===== src/rtl/debug_seq_if.sv =====
// Command, response and debug-multiplexer signals of the debug sequencer.
// The sequencer uses the slave modport. The requester/multiplexer side uses master.
interface debug_seq_if #(
  parameter int LOG_CORES  = 3,
  parameter int DATA_WIDTH = 16
);
  logic                  cmd_valid;
  logic                  cmd_ready;
  logic [2:0]            cmd_op;
  logic [LOG_CORES-1:0]  cmd_core;
  logic [3:0]            cmd_reg;
  logic [DATA_WIDTH-1:0] cmd_wdata;
  logic                  rsp_valid;
  logic                  rsp_ready;
  logic [DATA_WIDTH-1:0] rsp_data;
  logic                  rsp_err;
  logic [LOG_CORES-1:0]  dbg_sel;
  logic [4:0]            dbg_addr;
  logic                  dbg_we;
  logic [DATA_WIDTH-1:0] dbg_wdata;
  logic [DATA_WIDTH-1:0] dbg_rdata;

  modport slave (
    input  cmd_valid, cmd_op, cmd_core, cmd_reg, cmd_wdata, rsp_ready, dbg_rdata,
    output cmd_ready, rsp_valid, rsp_data, rsp_err, dbg_sel, dbg_addr, dbg_we, dbg_wdata
  );

  modport master (
    output cmd_valid, cmd_op, cmd_core, cmd_reg, cmd_wdata, rsp_ready, dbg_rdata,
    input  cmd_ready, rsp_valid, rsp_data, rsp_err, dbg_sel, dbg_addr, dbg_we, dbg_wdata
  );
endinterface


===== src/rtl/debug_seq.sv =====
// Debug command sequencer: drives the debug multiplexer cycle by cycle and
// polls core stopped flags for halt/step/halt-all, returning one response per command.
module debug_seq #(
  parameter int         CORES      = 8,
  parameter int         LOG_CORES  = 3,
  parameter int         DATA_WIDTH = 16,
  parameter int         TIMEOUT    = 255,
  parameter int         TMO_WIDTH  = 8,
  parameter logic [1:0] MODE_STOP  = 2'b01,
  parameter logic [1:0] MODE_STEP  = 2'b10,
  parameter logic [1:0] MODE_RUN   = 2'b11
) (
  input  logic        clk,
  input  logic        rst,
  debug_seq_if.slave  bus
);
  localparam logic [2:0] OP_READ     = 3'b000;
  localparam logic [2:0] OP_WRITE    = 3'b001;
  localparam logic [2:0] OP_HALT     = 3'b010;
  localparam logic [2:0] OP_STEP     = 3'b011;
  localparam logic [2:0] OP_RESUME   = 3'b100;
  localparam logic [2:0] OP_HALT_ALL = 3'b101;
  localparam logic [4:0] ADDR_MODE   = 5'b10000;

  typedef enum logic [2:0] {S_IDLE, S_ISSUE, S_CAPTURE, S_POLL, S_RESP} state_t;

  state_t                state_reg, state_next;
  logic [2:0]            op_reg, op_next;
  logic [TMO_WIDTH-1:0]  cnt_reg, cnt_next;
  logic [CORES-1:0]      mask_reg, mask_next;
  logic                  cmd_ready_reg, cmd_ready_next;
  logic                  rsp_valid_reg, rsp_valid_next;
  logic [DATA_WIDTH-1:0] rsp_data_reg, rsp_data_next;
  logic                  rsp_err_reg, rsp_err_next;
  logic [LOG_CORES-1:0]  dbg_sel_reg, dbg_sel_next;
  logic [4:0]            dbg_addr_reg, dbg_addr_next;
  logic                  dbg_we_reg, dbg_we_next;
  logic [DATA_WIDTH-1:0] dbg_wdata_reg, dbg_wdata_next;

  logic                  go_resp;
  logic [DATA_WIDTH-1:0] resp_data;
  logic                  resp_err;
  logic [CORES-1:0]      mask_upd;

  always_comb begin
    state_next     = state_reg;
    op_next        = op_reg;
    cnt_next       = cnt_reg;
    mask_next      = mask_reg;
    cmd_ready_next = cmd_ready_reg;
    rsp_valid_next = rsp_valid_reg;
    rsp_data_next  = rsp_data_reg;
    rsp_err_next   = rsp_err_reg;
    dbg_sel_next   = dbg_sel_reg;
    dbg_addr_next  = dbg_addr_reg;
    dbg_we_next    = dbg_we_reg;
    dbg_wdata_next = dbg_wdata_reg;
    go_resp        = 1'b0;
    resp_data      = '0;
    resp_err       = 1'b0;
    mask_upd       = mask_reg;

    unique case (state_reg)
      S_IDLE: begin
        if (bus.cmd_valid && cmd_ready_reg) begin
          op_next        = bus.cmd_op;
          dbg_sel_next   = bus.cmd_core;
          dbg_addr_next  = ADDR_MODE;
          dbg_we_next    = 1'b1;
          dbg_wdata_next = '0;
          cmd_ready_next = 1'b0;
          state_next     = S_ISSUE;
          unique case (bus.cmd_op)
            OP_READ: begin
              dbg_addr_next = {1'b0, bus.cmd_reg};
              dbg_we_next   = 1'b0;
            end
            OP_WRITE: begin
              dbg_addr_next  = {1'b0, bus.cmd_reg};
              dbg_wdata_next = bus.cmd_wdata;
            end
            OP_HALT:   dbg_wdata_next = DATA_WIDTH'(MODE_STOP);
            OP_STEP:   dbg_wdata_next = DATA_WIDTH'(MODE_STEP);
            OP_RESUME: dbg_wdata_next = DATA_WIDTH'(MODE_RUN);
            OP_HALT_ALL: begin
              dbg_sel_next   = '0;
              dbg_wdata_next = DATA_WIDTH'(MODE_STOP);
              mask_next      = '0;
            end
            default: begin
              go_resp  = 1'b1;
              resp_err = 1'b1;
            end
          endcase
        end
      end
      S_ISSUE: begin
        dbg_we_next    = 1'b0;
        dbg_wdata_next = '0;
        cnt_next       = '0;
        if (op_reg == OP_READ)
          state_next = S_CAPTURE;
        else if (op_reg == OP_WRITE || op_reg == OP_RESUME)
          go_resp = 1'b1;
        else
          state_next = S_POLL;
      end
      S_CAPTURE: begin
        go_resp   = 1'b1;
        resp_data = bus.dbg_rdata;
      end
      S_POLL: begin
        if (bus.dbg_rdata[0] || cnt_reg == TMO_WIDTH'(TIMEOUT - 1)) begin
          if (op_reg == OP_HALT_ALL) begin
            // A core that never reported stopped is flagged, and the sweep continues.
            if (!bus.dbg_rdata[0])
              mask_upd = mask_reg | (CORES'(1) << dbg_sel_reg);
            mask_next = mask_upd;
            if (dbg_sel_reg < LOG_CORES'(CORES - 1)) begin
              dbg_sel_next   = dbg_sel_reg + LOG_CORES'(1);
              dbg_we_next    = 1'b1;
              dbg_wdata_next = DATA_WIDTH'(MODE_STOP);
              state_next     = S_ISSUE;
            end else begin
              go_resp   = 1'b1;
              resp_data = DATA_WIDTH'(mask_upd);
              resp_err  = |mask_upd;
            end
          end else begin
            go_resp  = 1'b1;
            resp_err = !bus.dbg_rdata[0];
          end
        end else begin
          cnt_next = cnt_reg + TMO_WIDTH'(1);
        end
      end
      S_RESP: begin
        if (bus.rsp_ready) begin
          rsp_valid_next = 1'b0;
          rsp_data_next  = '0;
          rsp_err_next   = 1'b0;
          cmd_ready_next = 1'b1;
          state_next     = S_IDLE;
        end
      end
      default: state_next = S_IDLE;
    endcase

    if (go_resp) begin
      state_next     = S_RESP;
      rsp_valid_next = 1'b1;
      rsp_data_next  = resp_data;
      rsp_err_next   = resp_err;
      dbg_sel_next   = '0;
      dbg_addr_next  = '0;
      dbg_we_next    = 1'b0;
      dbg_wdata_next = '0;
    end
  end

  always_ff @(posedge clk) begin
    if (rst) begin
      state_reg     <= S_IDLE;
      op_reg        <= '0;
      cnt_reg       <= '0;
      mask_reg      <= '0;
      cmd_ready_reg <= 1'b1;
      rsp_valid_reg <= 1'b0;
      rsp_data_reg  <= '0;
      rsp_err_reg   <= 1'b0;
      dbg_sel_reg   <= '0;
      dbg_addr_reg  <= '0;
      dbg_we_reg    <= 1'b0;
      dbg_wdata_reg <= '0;
    end else begin
      state_reg     <= state_next;
      op_reg        <= op_next;
      cnt_reg       <= cnt_next;
      mask_reg      <= mask_next;
      cmd_ready_reg <= cmd_ready_next;
      rsp_valid_reg <= rsp_valid_next;
      rsp_data_reg  <= rsp_data_next;
      rsp_err_reg   <= rsp_err_next;
      dbg_sel_reg   <= dbg_sel_next;
      dbg_addr_reg  <= dbg_addr_next;
      dbg_we_reg    <= dbg_we_next;
      dbg_wdata_reg <= dbg_wdata_next;
    end
  end

  assign bus.cmd_ready = cmd_ready_reg;
  assign bus.rsp_valid = rsp_valid_reg;
  assign bus.rsp_data  = rsp_data_reg;
  assign bus.rsp_err   = rsp_err_reg;
  assign bus.dbg_sel   = dbg_sel_reg;
  assign bus.dbg_addr  = dbg_addr_reg;
  assign bus.dbg_we    = dbg_we_reg;
  assign bus.dbg_wdata = dbg_wdata_reg;
endmodule


===== src/flat_wrapper.sv =====
// flat-port wrapper written by rule: the top's interface ports become plain ports
module debug_seq_flat 
#(
  parameter int         CORES      = 8,
  parameter int         LOG_CORES  = 3,
  parameter int         DATA_WIDTH = 16,
  parameter int         TIMEOUT    = 255,
  parameter int         TMO_WIDTH  = 8,
  parameter logic [1:0] MODE_STOP  = 2'b01,
  parameter logic [1:0] MODE_STEP  = 2'b10,
  parameter logic [1:0] MODE_RUN   = 2'b11
)
  (clk, rst, bus_cmd_valid, bus_cmd_op, bus_cmd_core, bus_cmd_reg, bus_cmd_wdata, bus_rsp_ready, bus_dbg_rdata, bus_cmd_ready, bus_rsp_valid, bus_rsp_data, bus_rsp_err, bus_dbg_sel, bus_dbg_addr, bus_dbg_we, bus_dbg_wdata);
  debug_seq_if #(.LOG_CORES(LOG_CORES), .DATA_WIDTH(DATA_WIDTH)) bus_i ();
  input  logic clk;
  input  logic rst;
  input wire logic [$bits(bus_i.cmd_valid)-1:0] bus_cmd_valid;
  input wire logic [$bits(bus_i.cmd_op)-1:0] bus_cmd_op;
  input wire logic [$bits(bus_i.cmd_core)-1:0] bus_cmd_core;
  input wire logic [$bits(bus_i.cmd_reg)-1:0] bus_cmd_reg;
  input wire logic [$bits(bus_i.cmd_wdata)-1:0] bus_cmd_wdata;
  input wire logic [$bits(bus_i.rsp_ready)-1:0] bus_rsp_ready;
  input wire logic [$bits(bus_i.dbg_rdata)-1:0] bus_dbg_rdata;
  output wire logic [$bits(bus_i.cmd_ready)-1:0] bus_cmd_ready;
  output wire logic [$bits(bus_i.rsp_valid)-1:0] bus_rsp_valid;
  output wire logic [$bits(bus_i.rsp_data)-1:0] bus_rsp_data;
  output wire logic [$bits(bus_i.rsp_err)-1:0] bus_rsp_err;
  output wire logic [$bits(bus_i.dbg_sel)-1:0] bus_dbg_sel;
  output wire logic [$bits(bus_i.dbg_addr)-1:0] bus_dbg_addr;
  output wire logic [$bits(bus_i.dbg_we)-1:0] bus_dbg_we;
  output wire logic [$bits(bus_i.dbg_wdata)-1:0] bus_dbg_wdata;
  assign bus_i.cmd_valid = bus_cmd_valid;
  assign bus_i.cmd_op = bus_cmd_op;
  assign bus_i.cmd_core = bus_cmd_core;
  assign bus_i.cmd_reg = bus_cmd_reg;
  assign bus_i.cmd_wdata = bus_cmd_wdata;
  assign bus_i.rsp_ready = bus_rsp_ready;
  assign bus_i.dbg_rdata = bus_dbg_rdata;
  assign bus_cmd_ready = bus_i.cmd_ready;
  assign bus_rsp_valid = bus_i.rsp_valid;
  assign bus_rsp_data = bus_i.rsp_data;
  assign bus_rsp_err = bus_i.rsp_err;
  assign bus_dbg_sel = bus_i.dbg_sel;
  assign bus_dbg_addr = bus_i.dbg_addr;
  assign bus_dbg_we = bus_i.dbg_we;
  assign bus_dbg_wdata = bus_i.dbg_wdata;
  debug_seq #(.CORES(CORES), .LOG_CORES(LOG_CORES), .DATA_WIDTH(DATA_WIDTH), .TIMEOUT(TIMEOUT), .TMO_WIDTH(TMO_WIDTH), .MODE_STOP(MODE_STOP), .MODE_STEP(MODE_STEP), .MODE_RUN(MODE_RUN)) u_core (.clk(clk), .rst(rst), .bus(bus_i));
endmodule

===== config.mk =====
export PLATFORM = sky130hd
export DESIGN_NAME = debug_seq_flat
export DESIGN_NICKNAME = d
export VERILOG_FILES = /design/src/rtl/debug_seq_if.sv /design/src/rtl/debug_seq.sv /design/src/flat_wrapper.sv
export SDC_FILE = /design/constraint.sdc
export NUM_CORES = 1
export LEC_CHECK = 0
export CAP_MARGIN = 25
export CORE_MARGIN = 3
export CORE_UTILIZATION = 48
export DETAILED_ROUTE_END_ITERATION = 6
export PLACE_DENSITY = 0.81
export SLEW_MARGIN = 20
export SYNTH_ARGS = -nofsm -noshare
export SYNTH_HDL_FRONTEND = slang
export SYNTH_SLANG_ARGS = --single-unit

===== constraint.sdc =====
create_clock -name clk -period 2.5 [get_ports clk]
set_input_delay 0.25 -clock clk [delete_from_list [all_inputs] [get_ports clk]]
set_output_delay 0.25 -clock clk [all_outputs]
set_load 0.01 [all_outputs]

# --- After elaboration in Yosys (flattened, before gate mapping) ---
# Index checks and enable logic that the tools add are counted.
classes:
  shift: 1
  bitwise_logic: 2
  n_mux: 65
  n_lt_le_gt_ge: 1
  eq_ne: 28
  add_sub_neg: 2
  reduce_logical: 27
op_table:
  columns: ["operator", "count"]
  rows:
  - ["2-to-1 mux 16 bit", 9]
  - ["2-to-1 mux 8 bit", 10]
  - ["case mux 16 bit (4 select lines)", 1]
  - ["case mux 16 bit (3 select lines)", 1]
  - ["2-to-1 mux 3 bit", 13]
  - ["case mux 16 bit (2 select lines)", 1]
  - ["case mux 8 bit (2 select lines)", 2]
  - ["2-to-1 mux 1 bit", 21]
  - ["== test 3 bit, second input constant", 5]
  - ["case mux 3 bit (5 select lines)", 1]
  - ["AND reduction 5 bit", 3]
  - ["AND reduction 7 bit", 2]
  - ["== test 3 x 2 -> 1 bit, second input constant", 4]
  - ["inequality test 2 x 1 -> 1 bit, second input constant", 6]
  - ["inequality test 3 x 1 -> 1 bit, second input constant", 4]
  - ["nonzero test 2 bit", 5]
  - ["== test 3 x 1 -> 1 bit, second input constant", 3]
  - ["logical NOT 3 bit", 3]
  - ["adder 8 x 1 -> 8 bit, second input constant", 1]
  - ["== test 8 bit, second input constant", 1]
  - ["bitwise OR 8 bit", 1]
  - ["OR reduction 8 bit", 1]
  - ["<< shifter 1 x 3 -> 8 bit, first input constant", 1]
  - ["inequality test 3 x 2 -> 1 bit, second input constant", 2]
  - ["other kinds (18)", 25]
word_totals:
  regBits: 66
  wordCells: 139
  out_inout_bits: 44

# --- Depth between registers and ports, before layout ---
depth:
  ltp_word: 12
  mapped_depth: 8
  depth_no_buf: 6

# --- Worst setup path before layout ---
# Ideal clock, no wire load.
synth_timing:
  path_kind: "register to register"
  startpoint: "register u_core.cnt_reg[0]"
  endpoint: "register u_core.state_reg[1]"
  setup_ns: 0.100
  arrival_ns: 1.826
  slack_ns: 0.574
  path_stages_with_launch: 8
  path_buffers: 1
  t_required_ns: 2.400
  cell_sequence: "dfxtp_1 -> inv_1 -> ha_1 -> a41o_1 -> a211oi_4 -> nand2b_1 -> buf_4 -> a2111oi_4"
synth_between:
  elab_chain_len: 5
synth_lines:
  columns: ["item", "line_no", "text"]
  rows:
  - ["start, declared", "debug_seq.sv:29", "logic [TMO_WIDTH-1:0] cnt_reg, cnt_next;"]
  - ["start signal, assigned", "debug_seq.sv:178", "cnt_reg <= cnt_next;"]
  - ["== test 8 bit (*)", "debug_seq.sv:113", "if (bus.dbg_rdata[0] || cnt_reg == TMO_WIDTH'(TIMEOUT - 1)) begin"]
  - ["logical OR 1 bit (*)", "debug_seq.sv:113", null]
  - ["2-to-1 mux 1 bit", "debug_seq.sv:113", null]
  - ["case mux 1 bit (4 select lines)", "debug_seq.sv:63", "unique case (state_reg)"]
  - ["OR reduction 2 bit (no line)", null, null]
  - ["end signal, assigned", "debug_seq.sv:176", "state_reg <= state_next;"]
  - ["end, declared", "debug_seq.sv:27", "state_t state_reg, state_next;"]
# Every way passes the cells marked *; elsewhere a longest branch is shown, timed or not.
# A chain may end at the register's enable or synchronous reset.

# --- Worst setup path in the final report ---
layout_timing:
  startpoint: "register u_core.cnt_reg[2]"
  endpoint: "register u_core.dbg_we_reg (netlist: u_core.bus.dbg_we)"
layout_between:
  elab_chain_len: 5
layout_lines:
  columns: ["item", "line_no", "text"]
  rows:
  - ["== test 8 bit (*)", "debug_seq.sv:113", null]
  - ["logical OR 1 bit (*)", "debug_seq.sv:113", null]
  - ["2-to-1 mux 1 bit", "debug_seq.sv:113", null]
  - ["case mux 1 bit (4 select lines)", "debug_seq.sv:63", null]
  - ["OR reduction 2 bit (no line)", null, null]
  - ["end signal, assigned", "debug_seq.sv:186", "dbg_we_reg <= dbg_we_next;"]
  - ["end, declared", "debug_seq.sv:37", "logic dbg_we_reg, dbg_we_next;"]
# Marked as above.

==> flow_metrics.env <==
export IMPL_grt_ovfl_total=0
export IMPL_cap_violations=0
export IMPL_whs_ns=0.452
export IMPL_synth_async_sr_flop_share=0
export IMPL_synth_area_leader_cell="dfxtp_1"
export IMPL_insertedDiodeCount=0
export IMPL_yosysSeqAreaShare=0.421
export IMPL_synthCells=364
export IMPL_first_pass_iters=5
export IMPL_drc=0
export IMPL_route_met3_wl_um=538
export IMPL_worstPathRequired_ns=2.78
export IMPL_core_um2=6130
export IMPL_synthesis_area_um2=3140
export IMPL_cts_root_buf="clkbuf_8"
export IMPL_place_congestion=0.930
export IMPL_crit_chain="and4_4 > a41oi_4 > o32ai_4 > o221ai_1 > a21oi_1"
export IMPL_wl_met2_um=4270
export IMPL_drtIter0Drc=232
export IMPL_first_global_vias=3009
export IMPL_avgRoutedWirePerCell_um=16.0
export IMPL_grt_pass1_wl_um=14200
export IMPL_status="completed"
export IMPL_tightest_slew_ns=0.693
export IMPL_dpl_cell_count=524
export IMPL_tns_ns=0
export IMPL_multi_input_area_um2=1670
export IMPL_hp_class="reg -> reg"
export IMPL_p_leak_uw=0.00151
export IMPL_ctsResizeCount=0
export IMPL_final_cell_mix="clkdlybuf4s50_1 (89), dfxtp_1 (66), a21oi_1 (44)"
export IMPL_portBuffers=89
export IMPL_worst_setup_path_type="reg -> reg"
export IMPL_p_per_area_nw_per_um2=931
export IMPL_synth_top_area_frac=0.421
export IMPL_grt_usage=0.234
export IMPL_worstPathArrival_ns=2.43
export IMPL_post_dp_cell_area_um2=4170
export IMPL_cts_buffer_depth=2
export IMPL_final_cell_area_um2=4360
export IMPL_grt_max_degree=28
export IMPL_cts_buffers=9
export IMPL_skew_ns=0.00739
export IMPL_fin_crit_sh=0.862
export IMPL_start_util=0.512
export IMPL_yosysWarnings=0
export IMPL_via_per_inst=5.82
export IMPL_die_w_um=86.9
export IMPL_relSlewSlack=0.538
export IMPL_fin_nets=516
export IMPL_rsz0062_at_grt="false"
export IMPL_cp_slowest_cell="o32ai_4"
export IMPL_synthDistinctLibCells=52
export IMPL_setup_viol=0
export IMPL_synth_edf_count=0
export IMPL_critPathLaunchType="register"
export IMPL_antenna_found_initial=0
export IMPL_fillers=474
export IMPL_clk_insertion_delay_late_ns=0.35
export IMPL_num_rows=28
export IMPL_instances_no_fill=542
export IMPL_wl_um=8680
export IMPL_die_h_um=86.9
export IMPL_dpl_hpwl_um=6360
export IMPL_io_pins=90
export IMPL_htree_levels=3
export IMPL_wl_met1_um=3690
export IMPL_syn_to_final_growth_pct=39.0
export IMPL_seqCellArea_um2=1320
export IMPL_synth_seq_cells=66
export IMPL_layout_min_cycle_time_ns=2.15
export IMPL_vdd_drop_max_mv=0.638
export IMPL_final_max_slew_viol_count=0
export IMPL_ant_nets=0
export IMPL_syn_area_per_cell_um2=8.62
export IMPL_postCtsHoldBufs=0
export IMPL_vias=3154
export IMPL_max_freq_ghz=0.464
export IMPL_synth_main_ff_cell="dfxtp_1"
export IMPL_cts_sinks=66
export IMPL_final_common_cell="clkdlybuf4s50_1"
export IMPL_drive_gt1_frac=0.111
export IMPL_highest_layer="met4"
export IMPL_cts_tree="built"
export IMPL_synthesis_nets=418
export IMPL_crit_path_max_fanout=17
export IMPL_path_clk_slew_ns=0.08
export IMPL_die_area_um2=7540
export IMPL_hold_viol=0
export IMPL_ys_top_cells_by_area="dfxtp_1 (42%), a21oi_1 (7.0%), nand3_1 (5.1%)"
export IMPL_max_stage_delay_ns=0.70
export IMPL_crit_path_end_kind="register"
## where the power goes
group	switching, µW	internal [µW]	leakage, µW	total (µW)
clock network	449	366	0.0000822	814
logic	1030	809	0.000896	1830
registers	186	1220	0.000535	1410
total	1660	2400	0.00151	4060
## cell type report
type | count | share of cell area
multi-input cells | 266 | 0.383
well taps | 75 | 0.0215
repair buffers | 111 | 0.245
flip-flops and latches | 66 | 0.303
clock inverters | 7 | 0.0123
clock buffers | 9 | 0.0284
inverters | 8 | 0.00689
## metal layers
layer | global-route usage | vias up
li1 | - | 1531
met3 | 0.0691 | 18
met1 | 0.303 | 1505
met5 | 0 | -
met4 | 0.0765 | 0
met2 | 0.375 | 100
## cells in the mapped netlist (2+ instances only)
| master | count |
|---|---|
| a2111oi_2 | 2 |
| a32oi_1 | 8 |
| buf_2 | 10 |
| ha_1 | 8 |
| nor4_2 | 2 |
| o21a_1 | 2 |
| nor2b_1 | 3 |
| nor4_1 | 3 |
| o211ai_1 | 2 |
| clkbuf_1 | 10 |
| dfxtp_1 | 66 |
| and3b_1 | 3 |
| nand2b_1 | 4 |
| a211oi_1 | 8 |
| a2bb2oi_1 | 3 |
| nor2_1 | 34 |
| buf_4 | 4 |
| nand2_1 | 41 |
| and3_1 | 3 |
| o22ai_1 | 3 |
| nand3_1 | 32 |
| o21ai_0 | 7 |
| xnor2_1 | 7 |
| inv_1 | 8 |
| a31oi_1 | 7 |
| nor3_1 | 5 |
| a21oi_1 | 44 |
| nor3b_1 | 2 |
| or3_1 | 2 |
| a22oi_1 | 2 |
| nand3b_1 | 4 |
| a41o_1 | 2 |
| a22o_1 | 4 |
## cells by family after synthesis
| family | after synthesis | synth area share |
|---|---|---|
| and+or+nand+nor | 146 | 0.231 |
| AOI/OAI and AO/OA | 104 | 0.246 |
| DFF | 66 | 0.421 |
| buffers and inverters | 32 | 0.0471 |
| adders and majority gates | 8 | 0.0319 |
| xor gates and xnor gates | 7 | 0.0195 |
| muxes | 1 | 0.00319 |
## metrics by stage
stage,power [µW],setup slack [ns],util
global placement,3160,0.107,0.680
CTS,4030,0.0915,0.709
detailed placement,3210,0.0618,0.680
finish,4060,0.346,0.711
floorplan,2530,0.574,-
global route,4320,0.205,0.711
## critical path: cells and delay by family, from the launching register on
| kind | cells | cell delay (ns) |
|---|---|---|
| compound gates | 4 | 1.37 |
| simple gates | 1 | 0.29 |
| flops | 1 | 0.41 |
## repair_timing
action                     CTS  global route
setup buffers                0             2
setup endpoints to repair    0             3
hold endpoints to repair     0             0
## final timing paths
path	cells after the start	endpoint	slack [ns]	from
worst min-delay path	2	u_core.bus.dbg_addr[3]	0.45	u_core.bus.dbg_addr[3]
worst max-delay path	5	u_core.bus.dbg_we	0.35	u_core.cnt_reg[2]
worst min register to register	2	u_core.bus.dbg_addr[3]	0.45	u_core.bus.dbg_addr[3]
worst max register to register	5	u_core.bus.dbg_we	0.35	u_core.cnt_reg[2]
Power figures use the tool's default switching activity.
